`src/rtl/sevenseg_scan.sv`:
```
// sevenseg_scan -- time-multiplexed driver for an N-digit common-anode
// 7-segment display bank.
//
// Digit data arrives as packed hex nibbles. It is captured atomically into
// shadow registers on a load strobe, decoded to active-low glyphs, and
// scanned out one digit at a time. Each digit is driven for a programmable
// dwell, and an optional all-off gap between digits prevents ghosting.
//
// Parameters:
//   NUM_DIGITS  number of multiplexed digits (1..8)
//   SCAN_DIV    clock cycles each digit is driven (>= 2)
//   GAP_CYCLES  all-off cycles between digits (>= 0, 0 = no gap state)
//
// Ports:
//   clk       system clock, rising edge
//   rst_n     asynchronous active-low reset
//   load      single-cycle strobe, captures value/dp_in/blank_in
//   value     packed hex nibbles, nibble k = digit k, digit 0 rightmost
//   dp_in     per-digit decimal point request, 1 = lit
//   blank_in  per-digit blank request, 1 = digit dark
//   seg_out   active-low segments, bit7 = dp, bits6..0 = g..a
//   dig_en    active-low digit enables, at most one bit low
//   scan_idx  index of the digit currently driven
//
// Optional feature (compile-time macro SEVENSEG_LZS_EN):
//   Leading-zero suppression. Zero nibbles above the most-significant
//   nonzero nibble are shown blank. Digit 0 is never suppressed. The mask is
//   registered from the shadow value, so it trails a load by one extra cycle.

module sevenseg_scan #(
  parameter int NUM_DIGITS = 4,
  parameter int SCAN_DIV   = 50000,
  parameter int GAP_CYCLES = 2
) (
  input  logic                    clk,
  input  logic                    rst_n,
  input  logic                    load,
  input  logic [4*NUM_DIGITS-1:0] value,
  input  logic [NUM_DIGITS-1:0]   dp_in,
  input  logic [NUM_DIGITS-1:0]   blank_in,
  output logic [7:0]              seg_out,
  output logic [NUM_DIGITS-1:0]   dig_en,
  output logic [2:0]              scan_idx
);

  // The counter serves both the dwell and the gap, so it is sized for the
  // longer of the two.
  localparam int CNT_MAX  = (SCAN_DIV > GAP_CYCLES) ? SCAN_DIV : GAP_CYCLES;
  localparam int CNT_W    = (CNT_MAX > 1) ? $clog2(CNT_MAX) : 1;
  localparam int GAP_LAST = (GAP_CYCLES > 0) ? GAP_CYCLES - 1 : 0;

  typedef enum logic {
    DRIVE = 1'b0,
    GAP   = 1'b1
  } state_t;

  state_t                  state_reg, state_next;
  logic [CNT_W-1:0]        cnt_reg, cnt_next;
  logic [2:0]              ptr_reg, ptr_next, ptr_adv;

  logic [4*NUM_DIGITS-1:0] value_reg;
  logic [NUM_DIGITS-1:0]   dp_reg;
  logic [NUM_DIGITS-1:0]   blank_reg;

  logic [7:0]              seg_reg, seg_next;
  logic [NUM_DIGITS-1:0]   dig_reg, dig_next;
  logic [2:0]              idx_reg, idx_next;

  logic [NUM_DIGITS-1:0]   lzs_mask;
  logic [7:0]              composed [NUM_DIGITS];
  logic [7:0]              sel_glyph;

  // Active-low glyph for one hex nibble. The dp bit (bit7) is left high.
  function automatic logic [7:0] hex_glyph(input logic [3:0] nib);
    logic [7:0] g;
    case (nib)
      4'h0: g = 8'hC0;
      4'h1: g = 8'hF9;
      4'h2: g = 8'hA4;
      4'h3: g = 8'hB0;
      4'h4: g = 8'h99;
      4'h5: g = 8'h92;
      4'h6: g = 8'h82;
      4'h7: g = 8'hF8;
      4'h8: g = 8'h80;
      4'h9: g = 8'h98;
      4'hA: g = 8'h88;
      4'hB: g = 8'h83;
      4'hC: g = 8'hC6;
      4'hD: g = 8'hA1;
      4'hE: g = 8'h86;
      default: g = 8'h8E;
    endcase
    return g;
  endfunction

  // Shadow capture: every field updates on the same edge.
  always_ff @(posedge clk or negedge rst_n) begin
    if (!rst_n) begin
      value_reg <= '0;
      dp_reg    <= '0;
      blank_reg <= '0;
    end else if (load) begin
      value_reg <= value;
      dp_reg    <= dp_in;
      blank_reg <= blank_in;
    end
  end

`ifdef SEVENSEG_LZS_EN
  logic [NUM_DIGITS-1:0] lzs_next;
  logic [NUM_DIGITS-1:0] lzs_reg;

  // A digit is suppressed when it and every nibble above it are zero.
  for (genvar gi = 0; gi < NUM_DIGITS; gi++) begin : g_lzs
    if (gi == 0) begin : g_lsd
      assign lzs_next[gi] = 1'b0;
    end else begin : g_upper
      assign lzs_next[gi] = (value_reg[4*NUM_DIGITS-1:4*gi] == '0);
    end
  end

  // The reset value matches the mask of the all-zero reset shadow, so the
  // display is consistent from the first scanned digit.
  always_ff @(posedge clk or negedge rst_n) begin
    if (!rst_n) begin
      lzs_reg <= {{(NUM_DIGITS-1){1'b1}}, 1'b0};
    end else begin
      lzs_reg <= lzs_next;
    end
  end

  assign lzs_mask = lzs_reg;
`else
  assign lzs_mask = '0;
`endif

  // Compose every digit's glyph. The selected one is picked below. Blanking
  // darkens the segments only, so the dp still follows the shadow dp.
  for (genvar gi = 0; gi < NUM_DIGITS; gi++) begin : g_compose
    logic [7:0] raw;
    assign raw = hex_glyph(value_reg[4*gi +: 4]);
    assign composed[gi] = {~dp_reg[gi],
                           (blank_reg[gi] || lzs_mask[gi]) ? 7'h7F : raw[6:0]};
  end

  always_comb begin
    sel_glyph = 8'hFF;
    for (int k = 0; k < NUM_DIGITS; k++) begin
      if (ptr_reg == 3'(k)) sel_glyph = composed[k];
    end
  end

  assign ptr_adv = (ptr_reg == 3'(NUM_DIGITS - 1)) ? 3'd0 : ptr_reg + 3'd1;

  always_ff @(posedge clk or negedge rst_n) begin
    if (!rst_n) begin
      state_reg <= DRIVE;
      cnt_reg   <= '0;
      ptr_reg   <= 3'd0;
      seg_reg   <= 8'hFF;
      dig_reg   <= '1;
      idx_reg   <= 3'd0;
    end else begin
      state_reg <= state_next;
      cnt_reg   <= cnt_next;
      ptr_reg   <= ptr_next;
      seg_reg   <= seg_next;
      dig_reg   <= dig_next;
      idx_reg   <= idx_next;
    end
  end

  // Next state plus next outputs. The outputs are registered, so they
  // reflect the current state one cycle later.
  always_comb begin
    state_next = state_reg;
    cnt_next   = cnt_reg + 1'b1;
    ptr_next   = ptr_reg;
    seg_next   = 8'hFF;
    dig_next   = '1;
    idx_next   = idx_reg;

    case (state_reg)
      DRIVE: begin
        seg_next = sel_glyph;
        idx_next = ptr_reg;
        for (int k = 0; k < NUM_DIGITS; k++) begin
          if (ptr_reg == 3'(k)) dig_next[k] = 1'b0;
        end
        if (cnt_reg == CNT_W'(SCAN_DIV - 1)) begin
          cnt_next = '0;
          if (GAP_CYCLES == 0) begin
            ptr_next = ptr_adv;
          end else begin
            state_next = GAP;
          end
        end
      end
      GAP: begin
        if (cnt_reg == CNT_W'(GAP_LAST)) begin
          cnt_next   = '0;
          ptr_next   = ptr_adv;
          state_next = DRIVE;
        end
      end
      default: begin
        state_next = DRIVE;
        cnt_next   = '0;
      end
    endcase
  end

  assign seg_out  = seg_reg;
  assign dig_en   = dig_reg;
  assign scan_idx = idx_reg;

endmodule

```
`config.mk`:
```
export PLATFORM = sky130hd
export DESIGN_NAME = sevenseg_scan
export DESIGN_NICKNAME = d
export VERILOG_FILES = /design/src/rtl/sevenseg_scan.sv
export SDC_FILE = /design/constraint.sdc
export NUM_CORES = 1
export LEC_CHECK = 0
export BUFFER_PORTS_ARGS = -buffer_cell sky130_fd_sc_hd__buf_4
export CAP_MARGIN = 30
export CORE_UTILIZATION = 55
export DETAILED_ROUTE_END_ITERATION = 10
export GPL_TIMING_DRIVEN = 0
export PLACE_DENSITY = 0.81
export SETUP_SLACK_MARGIN = 0.02
export SLEW_MARGIN = 5
export SYNTH_ARGS = -nofsm -noshare
export SYNTH_HDL_FRONTEND = slang
export SYNTH_SLANG_ARGS = --single-unit
```
`constraint.sdc`:
```
create_clock -name clk -period 2.6 [get_ports clk]
set_clock_uncertainty 0.1 [all_clocks]
set_input_delay 0.13 -clock clk [delete_from_list [all_inputs] [get_ports clk]]
set_output_delay 0.13 -clock clk [all_outputs]
set_load 0.03 [all_outputs]
```
==> impl_metrics.json <==
{
  "status": "finished clean",
  "fin_crit_ns": 2.25,
  "area_growth_pct": 24.0,
  "avgSynthCellArea_um2": 9.58,
  "synth_area_um2": 3550,
  "stdcell_area_um2": 4410,
  "clkTransAtPathRegs_ns": 0.07,
  "fmax_mhz": 445,
  "slowest_delay_ns": 0.40,
  "finalSetupTns_ns": 0,
  "io_pins": 42,
  "worstPathArrival_ns": 2.41,
  "drtIter0Drc": 211,
  "grt_pass1_vias": 2897,
  "synth_most_common_cell": "dfrtp_1",
  "cp.required_ns": 2.76,
  "relSlewSlack_pct": 52.4,
  "cts.sinks": 59,
  "synth_top_area_share_pct": 33.1,
  "nets": 503,
  "ys_async_sr_fraction_pct": 100,
  "start_util_pct": 58.6,
  "wire_per_inst_um": 14.9,
  "cts_tree": "yes",
  "clk_latency_ns": 0.35,
  "postPlaceCellArea_um2": 3950,
  "rows": 28,
  "gp_congestion": 0.888,
  "cts_setup_buffers": 0,
  "multiInputGateArea_um2": 1920,
  "grt_max_degree": 60,
  "drive_gt1_share_pct": 20.8,
  "register_area_um2": 1490,
  "worstPathCellList": "inv_1 -> ha_1 -> nor4b_4 -> o21ai_1 -> a21oi_1 -> o21ai_0 -> a311o_1",
  "via_count": 2974,
  "cts_root_buf": "clkbuf_8",
  "yosys.cell_types.count": 53,
  "ant_nets": 0,
  "powerDensity_nw_per_um2": 546,
  "grt_pass1_wl_mm": 13.2,
  "cts_buffer_depth": 2,
  "end_kind": "register",
  "dr.pass1.iters": 4,
  "port_buffers": 40,
  "ys.warnings.count": 0,
  "fillers": 437,
  "fin_cells": 527,
  "final_util_pct": 72.7,
  "setup_violations": 0,
  "synthFlopType": "dfrtp_1",
  "seq_area_frac_synth_pct": 42.0,
  "dp_cells": 486,
  "cp_max_fo": 7,
  "numCtsBuffers": 9,
  "min_path_type": "input pin to register",
  "synth_seq_cells": 59,
  "cpMaxStageDelayCell": "dfrtp_1",
  "routed_wl_mm": 7.85,
  "leakagePower_nw": 2.01,
  "core_area_um2": 6060,
  "worstSetupPathType": "register to register",
  "rsz0062_at_grt": "no",
  "die_x_um": 82.4,
  "hold_viol_final": 0,
  "synthTopCellsByArea": "dfrtp_1 33%, ha_1 10%, dfstp_2 8.9%",
  "worst_pin_slew_ns": 0.715,
  "synthTopCellsByCount": "47 x dfrtp_1, 39 x nand2_1, 29 x ha_1, 29 x o21ai_0, 27 x nor2_1",
  "overflow": 0,
  "syn_nets": 427,
  "syn_inst": 371,
  "yosysTopAreaCell": "dfrtp_1",
  "synth-edff-count": 0,
  "grt_use_total_pct": 26.3,
  "period_share_pct": 86.4,
  "vdd_drop_max_v": 0.000395,
  "start_kind": "register",
  "htree_levels": 3,
  "viasPerCell": 5.64,
  "maxCapViolCount": 0,
  "finalMaxSlewViolations": 0,
  "fp.dieH_um": 82.4,
  "antenna_found_initial": 0,
  "antennaDiodeCount": 0,
  "dp_hpwl_mm": 5.50,
  "dieArea_um2": 6790,
  "drc": 0
}
==> metrics by stage <==
stage               total power [W]  hold slack, ns  worst slack, ns
floorplan                   0.00132          -0.266            0.703
global placement            0.00146           0.129            0.418
detailed placement          0.00147           0.135            0.384
CTS                         0.00241           0.248            0.356
global route                0.00251           0.275            0.205
finish                      0.00240           0.232            0.354
==> layout make-up <==
| type | count | area share (%) |
|---|---|---|
| sequential | 59 | 33.8 |
| timing repair buffer | 65 | 12.5 |
| tap | 75 | 2.13 |
| clock inverter | 5 | 1.76 |
| clock buffer | 11 | 2.98 |
| buffer | 18 | 1.76 |
| multi-input combinational | 276 | 43.5 |
| inverter | 18 | 1.53 |
==> cells by family (layout without fill, tap and decap cells) <==
kind of cell,count (synthesis),in the layout,synth area share (%)
and+or+nand+nor,124,124,18.3
DFF,59,59,42.0
adders and majority gates,29,29,10.2
buffers and inverters,36,117,4.08
AOI/OAI and AO/OA,89,89,15.7
xor gates and xnor gates,14,14,3.45
muxes,20,20,6.23
==> layer usage <==
layer / wire, um / GRT usage [%] / up-vias
met1: 3520 / 34.3 / 1387
li1: - / - / 1465
met3: 474 / 3.63 / 17
met5: 0 / 0 / -
met2: 3680 / 43.6 / 105
met4: 170 / 11.2 / 0
==> placed cells by master, fill, tap and decap left out, types with 2 or more instances in the layout <==
| cell type | instances |
|---|---|
| a32oi_1 | 3 |
| o311ai_0 | 2 |
| buf_4 | 40 |
| dfstp_2 | 12 |
| nor2_1 | 27 |
| o21ai_0 | 29 |
| a31oi_1 | 5 |
| and3_1 | 5 |
| xor2_1 | 10 |
| nand3_1 | 13 |
| clkbuf_1 | 15 |
| a211oi_1 | 4 |
| bufinv_16 | 2 |
| o211ai_1 | 7 |
| buf_1 | 2 |
| nand2_1 | 39 |
| nor2b_1 | 3 |
| ha_1 | 29 |
| nand3b_1 | 3 |
| o22ai_1 | 2 |
| xnor2_1 | 4 |
| mux2_2 | 17 |
| o221ai_1 | 4 |
| a21oi_1 | 19 |
| a21boi_0 | 5 |
| nor3b_1 | 2 |
| nand2b_1 | 10 |
| clkbuf_8 | 9 |
| dlygate4sd3_1 | 25 |
| mux2i_1 | 3 |
| buf_2 | 2 |
| and4_2 | 2 |
| dfrtp_1 | 47 |
| inv_1 | 18 |
| nor3_1 | 8 |
| clkinv_2 | 2 |
==> critical path, delay by kind of cell (launching register included) <==
family                     cells  cell delay, ns
AOI/OAI and AO/OA              4            0.91
DFF                            1            0.40
buffers and inverters          1            0.15
and+or+nand+nor                1            0.38
adders and majority gates      1            0.22
==> worst paths after layout <==
path / start / endpoint / slack [ns] / cells after the start
max: ptr_reg[0]$_DFFE_PN0P_ / seg_out[2]$_DFF_PN1_ / 0.35 / 7
max in group asynchronous: rst_n / cnt_reg[6]$_DFF_PN0_ / 1.65 / 2
min reg2reg: scan_idx[0]$_DFFE_PN0N_ / scan_idx[0]$_DFFE_PN0N_ / 0.39 / 2
min: load / value_reg[10]$_DFFE_PN0P_ / 0.23 / 2
max reg2reg: ptr_reg[0]$_DFFE_PN0P_ / seg_out[2]$_DFF_PN1_ / 0.35 / 7
min in group asynchronous: rst_n / dp_reg[1]$_DFFE_PN0P_ / 0.28 / 2
==> repair_timing <==
action / CTS / global route
hold endpoints to repair: 71 / 0
resized for setup: 0 / 0
hold buffers: 25 / 0
==> power by group <==
part	leakage (nW)	total, W	internal, W	switching, W
combinational	1.19	0.000464	0.000206	0.000258
sequential	0.719	0.00103	0.000985	0.0000430
clock	0.103	0.000912	0.000537	0.000376
Power figures use the tool's default switching activity.
